`config.mk`:
```
export PLATFORM = sky130hd
export DESIGN_NAME = bus_arbiter_flat
export DESIGN_NICKNAME = d
export VERILOG_FILES = /design/src/rtl/bus_arbiter_pkg.sv /design/src/rtl/bus_arbiter_if.sv /design/src/rtl/bus_arb_rr_pick.sv /design/src/rtl/bus_arbiter.sv /design/src/flat_wrapper.sv
export SDC_FILE = /design/constraint.sdc
export NUM_CORES = 1
export LEC_CHECK = 0
export CAP_MARGIN = 20
export CORE_ASPECT_RATIO = 1.25
export CORE_MARGIN = 4
export CORE_UTILIZATION = 50
export CTS_BUF_LIST = sky130_fd_sc_hd__clkbuf_16
export DETAILED_ROUTE_END_ITERATION = 7
export GPL_ROUTABILITY_DRIVEN = 0
export GPL_TIMING_DRIVEN = 0
export PLACE_DENSITY = 0.71
export SLEW_MARGIN = 20
export SYNTH_ARGS = -nofsm -noshare
export SYNTH_HDL_FRONTEND = slang
export SYNTH_SLANG_ARGS = --single-unit
```
`constraint.sdc`:
```
create_clock -name clk -period 7.1 [get_ports clk]
set_input_delay 1.42 -clock clk [delete_from_list [all_inputs] [get_ports clk]]
set_output_delay 1.42 -clock clk [all_outputs]
set_load 0.02 [all_outputs]
```
`src/rtl/bus_arbiter_pkg.sv`:
```
// ---------------------------------------------------------------------------
// bus_arbiter_pkg
//   Shared constants and types for the system-bus master arbiter:
//   master count and index width, owner index constants, arbiter FSM state
//   encodings, the active-low ENABLE_/DISABLE_ levels and a helper that
//   builds a one-hot active-low grant vector from an owner index.
// ---------------------------------------------------------------------------
package bus_arbiter_pkg;

  // Number of bus masters and width of a master index.
  localparam int BUS_MASTER_CH      = 4;
  localparam int BUS_MASTER_INDEX_W = 2;

  // Master index bus type.
  typedef logic [BUS_MASTER_INDEX_W-1:0] bus_master_index_t;

  // Owner index constants.
  localparam bus_master_index_t BUS_OWNER_MASTER_0 = 2'd0;
  localparam bus_master_index_t BUS_OWNER_MASTER_1 = 2'd1;
  localparam bus_master_index_t BUS_OWNER_MASTER_2 = 2'd2;
  localparam bus_master_index_t BUS_OWNER_MASTER_3 = 2'd3;

  // Arbiter state encodings. Two bits wide so that the unused codes are
  // real, reachable-by-upset values that the FSM default arm recovers from.
  typedef enum logic [1:0] {
    BUS_ARB_IDLE  = 2'b00,
    BUS_ARB_OWNED = 2'b01
  } bus_arb_state_t;

  // Active-low request/grant levels.
  localparam logic ENABLE_  = 1'b0;
  localparam logic DISABLE_ = 1'b1;

  // Active-low grant vector with only the indexed master enabled.
  function automatic logic [BUS_MASTER_CH-1:0] grant_vec(input bus_master_index_t idx);
    logic [BUS_MASTER_CH-1:0] v;
    v      = {BUS_MASTER_CH{DISABLE_}};
    v[idx] = ENABLE_;
    return v;
  endfunction

endpackage

```
`src/rtl/bus_arbiter_if.sv`:
```
// ---------------------------------------------------------------------------
// bus_arbiter_if
//   Request/grant handshake between the four bus masters and the arbiter,
//   plus the arbiter status that the bus master mux consumes.
//
//   m0Req_..m3Req_    active-low bus requests (masters -> arbiter)
//   m0Grnt_..m3Grnt_  active-low registered grants (arbiter -> masters)
//   owner             index of the current owner, valid while busOwned
//   busOwned          high while one grant is asserted
//   holdErr           sticky over-hold flag for the current tenure
//
//   Modports:
//     slave  - arbiter side (takes requests, drives grants/status)
//     master - requester side (drives requests, observes grants/status)
// ---------------------------------------------------------------------------
interface bus_arbiter_if;

  logic m0Req_;
  logic m1Req_;
  logic m2Req_;
  logic m3Req_;

  logic m0Grnt_;
  logic m1Grnt_;
  logic m2Grnt_;
  logic m3Grnt_;

  bus_arbiter_pkg::bus_master_index_t owner;
  logic                               busOwned;
  logic                               holdErr;

  modport slave (
    input  m0Req_, m1Req_, m2Req_, m3Req_,
    output m0Grnt_, m1Grnt_, m2Grnt_, m3Grnt_,
    output owner, busOwned, holdErr
  );

  modport master (
    output m0Req_, m1Req_, m2Req_, m3Req_,
    input  m0Grnt_, m1Grnt_, m2Grnt_, m3Grnt_,
    input  owner, busOwned, holdErr
  );

endinterface

```
`src/rtl/bus_arb_rr_pick.sv`:
```
// ---------------------------------------------------------------------------
// bus_arb_rr_pick
//   Purely combinational round-robin selector. Starting at start_idx and
//   walking upward modulo 4, returns the first master whose active-low
//   request is asserted, optionally skipping one excluded index.
//
//   req_n       4-bit active-low request vector (bit i = master i)
//   start_idx   first index to examine
//   excl_idx    index to ignore when excl_en is high
//   excl_en     enables the exclusion
//   pick_idx    winning index (equals start_idx when nothing is pending)
//   pick_valid  high when some eligible request was found
// ---------------------------------------------------------------------------
module bus_arb_rr_pick
  import bus_arbiter_pkg::*;
(
  input  logic [BUS_MASTER_CH-1:0] req_n,
  input  bus_master_index_t        start_idx,
  input  bus_master_index_t        excl_idx,
  input  logic                     excl_en,
  output bus_master_index_t        pick_idx,
  output logic                     pick_valid
);

  // Candidate at offset gi from the start position, and whether it may win.
  bus_master_index_t        cand_idx [BUS_MASTER_CH];
  logic [BUS_MASTER_CH-1:0] cand_ok;

  genvar gi;
  generate
    for (gi = 0; gi < BUS_MASTER_CH; gi++) begin : g_cand
      // 2-bit addition wraps naturally, giving the modulo-4 walk.
      assign cand_idx[gi] = start_idx + BUS_MASTER_INDEX_W'(gi);
      assign cand_ok[gi]  = (req_n[cand_idx[gi]] == ENABLE_) &&
                            !(excl_en && (cand_idx[gi] == excl_idx));
    end
  endgenerate

  // Scan from the farthest offset down so the nearest eligible one wins.
  always_comb begin
    pick_idx   = start_idx;
    pick_valid = 1'b0;
    for (int i = BUS_MASTER_CH - 1; i >= 0; i--) begin
      if (cand_ok[i]) begin
        pick_idx   = cand_idx[i];
        pick_valid = 1'b1;
      end
    end
  end

endmodule

```
`src/rtl/bus_arbiter.sv`:
```
// ---------------------------------------------------------------------------
// bus_arbiter
//   Round-robin owner arbiter for the shared system bus. Four masters
//   request with active-low Req_ lines; the arbiter returns one registered
//   active-low grant, the current owner index (which steers the master mux
//   driving sAddr to the slave decoder) and a sticky over-hold flag raised
//   when an owner keeps the bus for MAX_HOLD cycles while others wait.
//
//   Ports:
//     clk     system clock, rising-edge active
//     reset_  asynchronous active-low reset
//     bus     bus_arbiter_if.slave: requests in; grants, owner, busOwned,
//             holdErr out (all registered)
//
//   Parameters:
//     MAX_HOLD  owned cycles before holdErr may assert (2..255)
// ---------------------------------------------------------------------------
module bus_arbiter
  import bus_arbiter_pkg::*;
#(
  parameter int MAX_HOLD = 16
)(
  input  logic          clk,
  input  logic          reset_,
  bus_arbiter_if.slave  bus
);

  localparam logic [7:0] HOLD_MAX = 8'(MAX_HOLD);

  // Architectural state.
  bus_arb_state_t           state_reg,      state_next;
  logic [BUS_MASTER_CH-1:0] grnt_reg,       grnt_next;
  bus_master_index_t        owner_reg,      owner_next;
  bus_master_index_t        last_owner_reg, last_owner_next;
  logic                     bus_owned_reg,  bus_owned_next;
  logic                     hold_err_reg,   hold_err_next;
  logic [7:0]               hold_cnt_reg,   hold_cnt_next;

  // Round-robin selection.
  logic [BUS_MASTER_CH-1:0] req_n;
  bus_master_index_t        pick_idx;
  logic                     pick_valid;
  logic [7:0]               hold_cnt_inc;

  assign req_n = {bus.m3Req_, bus.m2Req_, bus.m1Req_, bus.m0Req_};

  // While owned, lastOwner equals owner, so the search starts just after the
  // current owner and the owner itself is excluded: the pick is "the next
  // other requester". In IDLE nobody is excluded.
  bus_arb_rr_pick u_rr_pick (
    .req_n      (req_n),
    .start_idx  (last_owner_reg + 2'd1),
    .excl_idx   (owner_reg),
    .excl_en    (state_reg == BUS_ARB_OWNED),
    .pick_idx   (pick_idx),
    .pick_valid (pick_valid)
  );

  // Saturating tenure counter.
  assign hold_cnt_inc = (hold_cnt_reg >= HOLD_MAX) ? HOLD_MAX : hold_cnt_reg + 8'd1;

  // -------------------------------------------------------------------------
  // State register
  // -------------------------------------------------------------------------
  always_ff @(posedge clk or negedge reset_) begin
    if (!reset_) begin
      state_reg      <= BUS_ARB_IDLE;
      grnt_reg       <= {BUS_MASTER_CH{DISABLE_}};
      owner_reg      <= BUS_OWNER_MASTER_0;
      last_owner_reg <= BUS_OWNER_MASTER_3;  // master 0 first after reset
      bus_owned_reg  <= 1'b0;
      hold_err_reg   <= 1'b0;
      hold_cnt_reg   <= 8'd0;
    end else begin
      state_reg      <= state_next;
      grnt_reg       <= grnt_next;
      owner_reg      <= owner_next;
      last_owner_reg <= last_owner_next;
      bus_owned_reg  <= bus_owned_next;
      hold_err_reg   <= hold_err_next;
      hold_cnt_reg   <= hold_cnt_next;
    end
  end

  // -------------------------------------------------------------------------
  // Next-state logic
  // -------------------------------------------------------------------------
  always_comb begin
    state_next      = state_reg;
    grnt_next       = grnt_reg;
    owner_next      = owner_reg;
    last_owner_next = last_owner_reg;
    bus_owned_next  = bus_owned_reg;
    hold_err_next   = hold_err_reg;
    hold_cnt_next   = hold_cnt_reg;

    case (state_reg)
      BUS_ARB_IDLE: begin
        if (pick_valid) begin
          state_next      = BUS_ARB_OWNED;
          grnt_next       = grant_vec(pick_idx);
          owner_next      = pick_idx;
          last_owner_next = pick_idx;
          bus_owned_next  = 1'b1;
          hold_cnt_next   = 8'd0;
          hold_err_next   = 1'b0;
        end
      end

      BUS_ARB_OWNED: begin
        if (req_n[owner_reg] == ENABLE_) begin
          // Owner keeps the bus; never preempted. Flag only when someone
          // else is actually waiting once the limit is reached.
          hold_cnt_next = hold_cnt_inc;
          if ((hold_cnt_inc == HOLD_MAX) && pick_valid)
            hold_err_next = 1'b1;
        end else if (pick_valid) begin
          // Direct handover: old grant drops and new grant rises together.
          grnt_next       = grant_vec(pick_idx);
          owner_next      = pick_idx;
          last_owner_next = pick_idx;
          hold_cnt_next   = 8'd0;
          hold_err_next   = 1'b0;
        end else begin
          // Release with nobody waiting; owner keeps its last value.
          state_next     = BUS_ARB_IDLE;
          grnt_next      = {BUS_MASTER_CH{DISABLE_}};
          bus_owned_next = 1'b0;
          hold_cnt_next  = 8'd0;
          hold_err_next  = 1'b0;
        end
      end

      default: begin
        state_next     = BUS_ARB_IDLE;
        grnt_next      = {BUS_MASTER_CH{DISABLE_}};
        bus_owned_next = 1'b0;
        hold_cnt_next  = 8'd0;
        hold_err_next  = 1'b0;
      end
    endcase
  end

  // -------------------------------------------------------------------------
  // Outputs: straight from registers, no request-to-grant combinational path
  // -------------------------------------------------------------------------
  always_comb begin
    bus.m0Grnt_  = grnt_reg[0];
    bus.m1Grnt_  = grnt_reg[1];
    bus.m2Grnt_  = grnt_reg[2];
    bus.m3Grnt_  = grnt_reg[3];
    bus.owner    = owner_reg;
    bus.busOwned = bus_owned_reg;
    bus.holdErr  = hold_err_reg;
  end

endmodule

```
`src/flat_wrapper.sv`:
```
// flat-port wrapper written by rule: the top's interface ports become plain ports
module bus_arbiter_flat import bus_arbiter_pkg::*;
#(
  parameter int MAX_HOLD = 16
)
  (clk, reset_, bus_m0Req_, bus_m1Req_, bus_m2Req_, bus_m3Req_, bus_m0Grnt_, bus_m1Grnt_, bus_m2Grnt_, bus_m3Grnt_, bus_owner, bus_busOwned, bus_holdErr);
  bus_arbiter_if bus_i ();
  input  logic clk;
  input  logic reset_;
  input wire logic [$bits(bus_i.m0Req_)-1:0] bus_m0Req_;
  input wire logic [$bits(bus_i.m1Req_)-1:0] bus_m1Req_;
  input wire logic [$bits(bus_i.m2Req_)-1:0] bus_m2Req_;
  input wire logic [$bits(bus_i.m3Req_)-1:0] bus_m3Req_;
  output wire logic [$bits(bus_i.m0Grnt_)-1:0] bus_m0Grnt_;
  output wire logic [$bits(bus_i.m1Grnt_)-1:0] bus_m1Grnt_;
  output wire logic [$bits(bus_i.m2Grnt_)-1:0] bus_m2Grnt_;
  output wire logic [$bits(bus_i.m3Grnt_)-1:0] bus_m3Grnt_;
  output wire logic [$bits(bus_i.owner)-1:0] bus_owner;
  output wire logic [$bits(bus_i.busOwned)-1:0] bus_busOwned;
  output wire logic [$bits(bus_i.holdErr)-1:0] bus_holdErr;
  assign bus_i.m0Req_ = bus_m0Req_;
  assign bus_i.m1Req_ = bus_m1Req_;
  assign bus_i.m2Req_ = bus_m2Req_;
  assign bus_i.m3Req_ = bus_m3Req_;
  assign bus_m0Grnt_ = bus_i.m0Grnt_;
  assign bus_m1Grnt_ = bus_i.m1Grnt_;
  assign bus_m2Grnt_ = bus_i.m2Grnt_;
  assign bus_m3Grnt_ = bus_i.m3Grnt_;
  assign bus_owner = bus_i.owner;
  assign bus_busOwned = bus_i.busOwned;
  assign bus_holdErr = bus_i.holdErr;
  bus_arbiter #(.MAX_HOLD(MAX_HOLD)) u_core (.clk(clk), .reset_(reset_), .bus(bus_i));
endmodule
```
Word level (Yosys, flattened, before mapping)
Cells that the tools add are included.

storage, ports and cells
  register bits after elaboration = 20
  bits of input ports = 6
  output and inout bits = 8
  logic and storage cells = 101

operators by class
  bitwise operators = 5
  mux-type cells = 46
  equal/unequal tests = 10
  magnitude comparators = 8
  add/sub/neg operators = 5
  reduce and logical (&&, ||, !) cells = 20

operator list
  kind                                                        number
  2-to-1 mux 8 bit                                            3
  2-to-1 mux 2 bit                                            11
  less-than comparator 2 x 3 -> 1 bit, second input constant  6
  2-to-1 mux 1 bit                                            16
  one-hot mux 8 bit (2 select lines)                          1
  2-to-1 mux 4 bit                                            3
  one-hot mux 2 bit (2 select lines)                          3
  binary-select mux 1 bit (select 2 bit)                      5
  logical AND 1 bit                                           10
  adder 8 x 1 -> 8 bit, second input constant                 1
  == test 2 bit                                               4
  == test 8 x 5 -> 1 bit, second input constant               1
  >= comparator 8 x 5 -> 1 bit, second input constant         1
  one-hot mux 4 bit (2 select lines)                          1
  AND reduction 2 bit                                         3
  adder 2 x 1 -> 2 bit, second input constant                 2
  adder 2 bit, second input constant                          2
  logical NOT 1 bit                                           4
  != test 2 x 1 -> 1 bit, second input constant               2
  inverter 1 bit                                              4
  inverter 4 bit                                              1
  one-hot mux 1 bit (2 select lines)                          2
  != test 3 x 1 -> 1 bit, second input constant               1
  AND reduction 3 bit                                         1
  6 further kinds                                             6

Depth between registers and ports, before layout
Gate-level depths: netlist of run 1.

  depth after elaboration = 18
  gate-level depth with buffers = 11
  gate-level depth less buffers = 9

Cells and area by module
Synthesis of run 1 repeated with hierarchy kept, for this count alone.

second synthesis, totals
  cell total of the unflattened synthesis = 140
  area total of the unflattened synthesis = 1401.3 µm²

by module, submodules not included
  module           sequential area each (µm²)  area an instance (µm²)  cells each  instances
  bus_arbiter      457.9                       923.4                   78          1
  bus_arb_rr_pick  0.0                         478.0                   62          1

Worst setup path before layout of run 1
OpenSTA, ideal clock, no wires.

  kind = input -> register
  start point = input bus_m1Req_
  end point = register u_core.grnt_reg[0]
  setup time = 0.094 ns
  required time = 7.006 ns
  stages = 10
  slack = 3.658 ns
  buffers on the path = 1
  data arrival time = 3.348 ns
  cell sequence = clkbuf_1 -> mux4_2 -> nand2_1 -> a21oi_1 -> o2bb2ai_2 -> inv_1 -> ha_1 -> nor2_1 -> a21boi_1 -> a31oi_1

on the way
  longest elaborated chain between the ends = 16
  elaborated cells on any way between the ends = 39
  those cells by class = 2 x order compare; 2 x eq/ne; 24 x mux; 5 x bitwise; 6 x reduce/logical

ends and longest elaborated chain
  element                                                                                                           line                   RTL
  start: declaration                                                                                                flat_wrapper.sv:11     input wire logic [$bits(bus_i.m1Req_)-1:0] bus_m1Req_;
  binary-select mux 1 bit (select 2 bit)                                                                            bus_arb_rr_pick.sv:34  assign cand_ok[gi] = (req_n[cand_idx[gi]] == ENABLE_) &&
  2-to-1 mux 1 bit (implied by the code)                                                                            bus_arb_rr_pick.sv:34
  inverter 1 bit                                                                                                    bus_arb_rr_pick.sv:34
  logical AND 1 bit                                                                                                 bus_arb_rr_pick.sv:34
  2-to-1 mux 2 bit (4 in a row)                                                                                     bus_arb_rr_pick.sv:44  if (cand_ok[i]) begin
  less-than comparator 2 x 3 -> 1 bit (implied by the code) / >= comparator 2 x 1 -> 1 bit (equally long branches)  bus_arbiter_pkg.sv:38  v[idx] = ENABLE_;
  logical AND 1 bit (implied by the code)                                                                           bus_arbiter_pkg.sv:38
  2-to-1 mux 1 bit (implied by the code)                                                                            bus_arbiter_pkg.sv:38
  demux 1 bit (select 2 bit)                                                                                        --
  inverter 4 bit (no source line)                                                                                   --
  2-to-1 mux 4 bit                                                                                                  bus_arbiter.sv:117     end else if (pick_valid) begin
  2-to-1 mux 4 bit                                                                                                  bus_arbiter.sv:111     if (req_n[owner_reg] == ENABLE_) begin
  one-hot mux 4 bit (2 select lines)                                                                                bus_arbiter.sv:97      case (state_reg)
  end signal: assignment                                                                                            bus_arbiter.sv:68      grnt_reg <= {BUS_MASTER_CH{DISABLE_}};
  end signal: assignment                                                                                            bus_arbiter.sv:76      grnt_reg <= grnt_next;
  end: declaration                                                                                                  bus_arbiter.sv:32      logic [BUS_MASTER_CH-1:0] grnt_reg, grnt_next;

Several ways; a longest one is shown, not always the timed one. The select of a mux whose other input is x is not followed.
A chain may end at the register's enable or synchronous reset.

Worst setup path after layout of run 1
Same ends and word-level chain as after synthesis.

==> impl_metrics.yaml, run 1 <==
outcome:
  outcome: "complete, no violations"
flow_run:
  cap_violations: 0
synth:
  syn_area_mm2: 0.00144
  syn_inst: 160
  synthDistinctLibCells: 46
  yosysTopAreaCellShare_pct: 20.9
  ys_seq_elements: 18
  yosysWarningCount: 0
  yosys-top-cells-area: "dfrtp_1 21%, dfstp_2 11%, mux4_2 7.8%"
  yosysTopAreaCell: "dfrtp_1"
  synth-edff-count: 0
  seq_area_frac_synth_pct: 31.9
  synth.most_common_cell: "a21oi_1"
  async_reset_ff_share_pct: 100
  synth_fp_nets: 169
  synth_commonest_cells: "15 x a21oi_1, 12 x dfrtp_1, 12 x nor2_1, 11 x nand2_1, 11 x o21ai_0"
  avgSynthCellArea_um2: 8.99
  synth_flop_cell: "dfrtp_1"
timing:
  finalCriticalPeriod_ns: 4.20
  maxSlewHeadroom_pct: 47.0
  fin_worst_skew_ns: 0.00487
  slew_violations: 0
  holdWs_ns: 0.482
  finalSetupTns_ns: 0
  max_freq_ghz: 0.238
  setup_viol: 0
  report.final.hold_viol_count: 0
  min_period_over_period_pct: 59.2
  rsz0062_at_grt: "false"
  tightest_slew_ns: 0.788
cells_and_area:
  syn_to_final_growth_pct: 17.5
  nets: 187
  drive_gt1_share_pct: 16.9
  largest_register_ffs: 8
  final_area_mm2: 0.00169
  diodes: 0
clock_network:
  cts_resized: 0
  cts_sinks: 18
  cts_setup_buffers: 0
  numCtsBuffers: 3
  clockRootBuffer: "clkbuf_16"
  clk_pin_slew_ns: 0.05
  cts-hold-fix-buffers: 0
  htree_levels: 1
  ctsLongestPathBuffers: 2
  clock_latency_ns: 0.25
  cts_tree: "yes"
grt:
  overflow: 0
  grt_pass1_wl_um: 5920
  track_usage_pct: 19.4
  grt_pass1_vias: 1349
  grt_start_max_net_pins: 19
  grt_antenna_before_repair: 0
route:
  wirelength_um: 3390
  dr_total_vias: 1315
  drt_first_iter_violations: 47
  drt_pass1_iterations: 4
  via_per_inst: 6.23
  drc: 0
  final_antenna_net_count: 0
  wl_per_cell_um: 16.1
floorplanning:
  die_h_um: 68.0
  die_w_um: 56.0
  start_util_pct: 53.1
  ios: 14
  core_region_area_mm2: 0.00271
  rows: 21
  dieArea_mm2: 0.00380
power_and_ir_drop:
  ir_worst_vdd_uv: 262
  p_leak_nw: 0.699
  powerDensity_mw_per_mm2: 522
worst_setup_path:
  setup.worst_path.end_class: "flop"
  crit_type: "in2reg"
  cp.required_ns: 7.25
  cp-start-kind: "input pin"
  critPathArrivalTime_ns: 4.35
  crit_path_max_fanout: 10
placement:
  io_buffers: 13
  dp.final_hpwl_um: 2550
  placed_cell_area_mm2: 0.00161
min_path:
  hold_path_class: "reg2reg"
-- per-stage QoR --
step	utilization, %	total power [W]	instances	worst slack [ns]
final	62.4	0.000883	211	2.90
after global placement	59.5	0.000755	207	2.73
after CTS	62.4	0.000883	211	2.93
after detailed placement	59.5	0.000767	207	2.72
after global routing	62.4	0.000957	211	2.71
after floorplan	-	0.000624	160	3.66
-- cells in the final DEF (no fill, tap or decap), types with 3 or more instances in the layout --
cell type / n
mux4_2: 5
inv_1: 6
clkbuf_1: 5
ha_1: 3
o21ai_0: 11
a21oi_1: 15
buf_6: 3
clkbuf_16: 3
a21o_1: 3
nand2_1: 11
clkdlybuf4s50_1: 13
nor2_1: 12
dfstp_2: 6
a31oi_1: 6
nand3_1: 7
mux2_2: 4
dfrtp_1: 12
nand2b_1: 5
mux2i_1: 4
and2_1: 7
-- report_power, final --
part / leakage, nW / internal [W] / switching, W
Sequential: 0.220 / 0.000146 / 0.0000203
Combinational: 0.440 / 0.000255 / 0.000351
Clock: 0.0385 / 0.0000747 / 0.0000360
-- cells by family (layout without fill, tap and decap cells) --
logic type | after synthesis | count (layout) | share of synthesized area [%]
DFF | 18 | 18 | 31.9
muxes | 13 | 13 | 13.8
and+or+nand+nor | 52 | 52 | 17.9
xor gates and xnor gates | 3 | 3 | 2.35
AOI/OAI and AO/OA | 55 | 55 | 25.6
adders and majority gates | 3 | 3 | 2.61
buffers and inverters | 16 | 33 | 5.92
-- final cells by class --
cell class	instances	area, um2
fill	248	1020
multi-input combinational	126	895
sequential	18	458
timing repair buffer	13	130
clock buffer	3	75.1
buffer	10	62.6
tap	34	42.5
inverter	6	22.5
clock inverter	1	3.75
-- final timing paths --
path	to	depth (start not counted)	slack, ns	startpoint
worst min register to register	u_core.hold_cnt_reg[6]	1	0.48	u_core.hold_cnt_reg[6]
min in group asynchronous	u_core.hold_cnt_reg[4]	1	1.62	reset_
max in group asynchronous	u_core.hold_cnt_reg[3]	1	5.00	reset_
worst min-delay path	u_core.hold_cnt_reg[6]	1	0.48	u_core.hold_cnt_reg[6]
worst max-delay path	u_core.grnt_reg[0]	11	2.90	bus_m1Req_
worst max register to register	u_core.grnt_reg[0]	10	3.97	u_core.last_owner_reg[1]
-- routing by layer --
layer  share of wire (%)  GRT usage, %  vias to the layer above
li1                    -             -                      629
met1                  40          20.2                      645
met3                 3.2          2.64                        9
met4                 2.4          11.9                        0
met5                   0             0                        -
met2                  54          37.3                       32
-- worst max-delay path, cell delays in order --
cell and delay [ns]:
clkdlybuf4s50_1 0.46, clkbuf_1 0.24, mux2_2 0.31, mux2i_1 0.34, a21oi_1 0.14, o2bb2ai_2 0.30
inv_1 0.09, ha_1 0.24, nor2_1 0.33, a21boi_1 0.34, a31oi_1 0.14
(Power assumes the default switching activity.)
==> run 2, diff against run 1 <==
Settings changed: PLACE_DENSITY 0.71 to 0.74.
Clock period 7.1 ns to 3.8 ns, I/O delays scaled along.
==> impl_metrics.yaml, run 2 (synthesis gave the netlist of run 1 again) <==
outcome:
  outcome: "complete, no violations"
power_and_ir_drop:
  p_clk_share_pct: 12.5
  powerDensity_mw_per_mm2: 976
  combPwrFrac_pct: 68.6
  p_seq_share_pct: 18.8
  sw_frac_of_total_pct: 46.1
  ir_worst_vdd_uv: 580
  p_total_w: 0.00165
  switchingPower_w: 0.000760
  internal_power_w: 0.000888
  p_leak_nw: 0.699
route:
  drc: 0
  wirelength_um: 3330
  drt_pass1_iterations: 4
  dr_total_vias: 1315
  final_antenna_net_count: 0
  via_per_inst: 6.23
  drt_first_iter_violations: 54
  wl_per_cell_um: 15.8
worst_setup_path:
  crit_type: "in2reg"
  setup.worst_path.end_class: "flop"
  worst_path_largest_cell_delay_ns: 0.45
  cp_slowest_cell: "clkdlybuf4s50_1"
  path_buf_inv: 3
  cp-start-kind: "input pin"
  cp.depth: 11
  crit_path_max_fanout: 10
  critPathArrivalTime_ns: 3.73
  r2r_slack_ns: 0.61
  cp.required_ns: 3.95
  r2r-start: "u_core.last_owner_reg[1]"
  crit_path_cell_trace: "clkdlybuf4s50_1 > clkbuf_1 > mux2_2 > mux2i_1 > a21oi_1 > o2bb2ai_2 > inv_1 > ha_1 > nor2_1 > a21boi_1 > a31oi_1"
  startpoint: "bus_m1Req_"
  cp_top_family: "compound AO/OA/AOI/OAI gates"
  reg2reg_depth: 10
cells_and_area:
  nets: 187
  largest_register_ffs: 8
  syn_to_final_growth_pct: 17.5
  fin_util_pct: 62.4
  layout.cells.most_common: "a21oi_1"
  diodes: 0
  final_cell_mix: "15 x a21oi_1, 13 x clkdlybuf4s50_1, 12 x nor2_1, 12 x dfrtp_1"
  final-instance-count-excl-fill: 211
  drive_gt1_share_pct: 16.9
  final_area_mm2: 0.00169
min_path:
  hold_start: "u_core.hold_cnt_reg[6]"
  hold_path_class: "reg2reg"
  worstHoldPathCells: 1
floorplanning:
  start_util_pct: 53.1
  dieArea_mm2: 0.00380
  core_region_area_mm2: 0.00271
  die_w_um: 56.0
  rows: 21
  die_h_um: 68.0
  ios: 14
clock_network:
  htree_levels: 1
  cts_setup_buffers: 0
  cts_sinks: 18
  cts_resized: 0
  clk_pin_slew_ns: 0.05
  cts_tree: "yes"
  ctsLongestPathBuffers: 2
  cts-hold-fix-buffers: 0
  numCtsBuffers: 3
  clockRootBuffer: "clkbuf_16"
  clock_latency_ns: 0.25
timing:
  rsz0062_at_grt: "false"
  fin_worst_skew_ns: 0.00284
  tightest_slew_ns: 0.757
  max_freq_ghz: 0.279
  finalCriticalPeriod_ns: 3.58
  report.final.hold_viol_count: 0
  setup_viol: 0
  slew_violations: 0
  finalSetupTns_ns: 0
  maxSlewHeadroom_pct: 49.3
  min_period_over_period_pct: 94.3
grt:
  grt_pass1_vias: 1244
  overflow: 0
  grt_start_max_net_pins: 19
  track_usage_pct: 18.1
  grt_pass1_wl_um: 5590
  grt_antenna_before_repair: 0
placement:
  io_buffers: 13
  placed_cell_area_mm2: 0.00161
  post-place-cells: 207
  dp.final_hpwl_um: 2520
flow_run:
  cap_violations: 0
[run 2: cell counts in the layout (fill, tap and decap cells not counted)]
Identical to the previous run, type by type.
[run 2: metrics by stage]
| step | setup slack, ns | hold slack [ns] |
|---|---|---|
| after floorplan | 1.02 | 0.454 |
| final | 0.217 | 0.481 |
| after detailed placement | 0.0917 | 0.474 |
| after CTS | 0.318 | 0.486 |
| after global placement | 0.117 | 0.472 |
| after global routing | 0.136 | 0.514 |
[run 2: worst paths after layout]
kind,end
max in group asynchronous,u_core.bus.owner[0]
hold reg to reg,u_core.hold_cnt_reg[6]
setup reg to reg,u_core.grnt_reg[0]
hold / removal,u_core.hold_cnt_reg[6]
setup / recovery,u_core.grnt_reg[0]
min in group asynchronous,u_core.hold_cnt_reg[4]
[run 2: power by group through the flow]
stage | Sequential (W) | Combinational (W) | Clock (W)
6_report | 0.000310 | 0.00113 | 0.000207
5_1_grt | 0.000317 | 0.00124 | 0.000220
4_1_cts | 0.000311 | 0.00112 | 0.000210
3_5_place_dp | 0.000314 | 0.00112 | 0
3_3_place_gp | 0.000310 | 0.00109 | 0
2_1_floorplan | 0.000346 | 0.000821 | 0
[run 2: worst register-to-register path: cells and delay by family, from the launching register on]
kind,cells,cell delay (ns)
multiplexers,1,0.49
AND/OR/NAND/NOR,1,0.34
AO/OA/AOI/OAI,4,0.93
adder cells (fa/ha/maj),1,0.23
flip-flops,1,0.52
buffers and inverters,3,0.58
[run 2: cell type report]
type / count / area, um2
multi-input combinational: 126 / 895
tap: 34 / 42.5
timing repair buffer: 13 / 130
clock inverter: 1 / 3.75
fill: 233 / 1020
inverter: 6 / 22.5
sequential: 18 / 458
buffer: 10 / 62.6
clock buffer: 3 / 75.1
[run 2: per-layer routing]
layer  GRT usage [%]  up-vias  routed length, um
met5               0        -                  0
met3            2.08        4                210
li1                -      625                  -
met4            6.53        0                 22
met1            21.6      633               1310
met2            33.8       53               1780
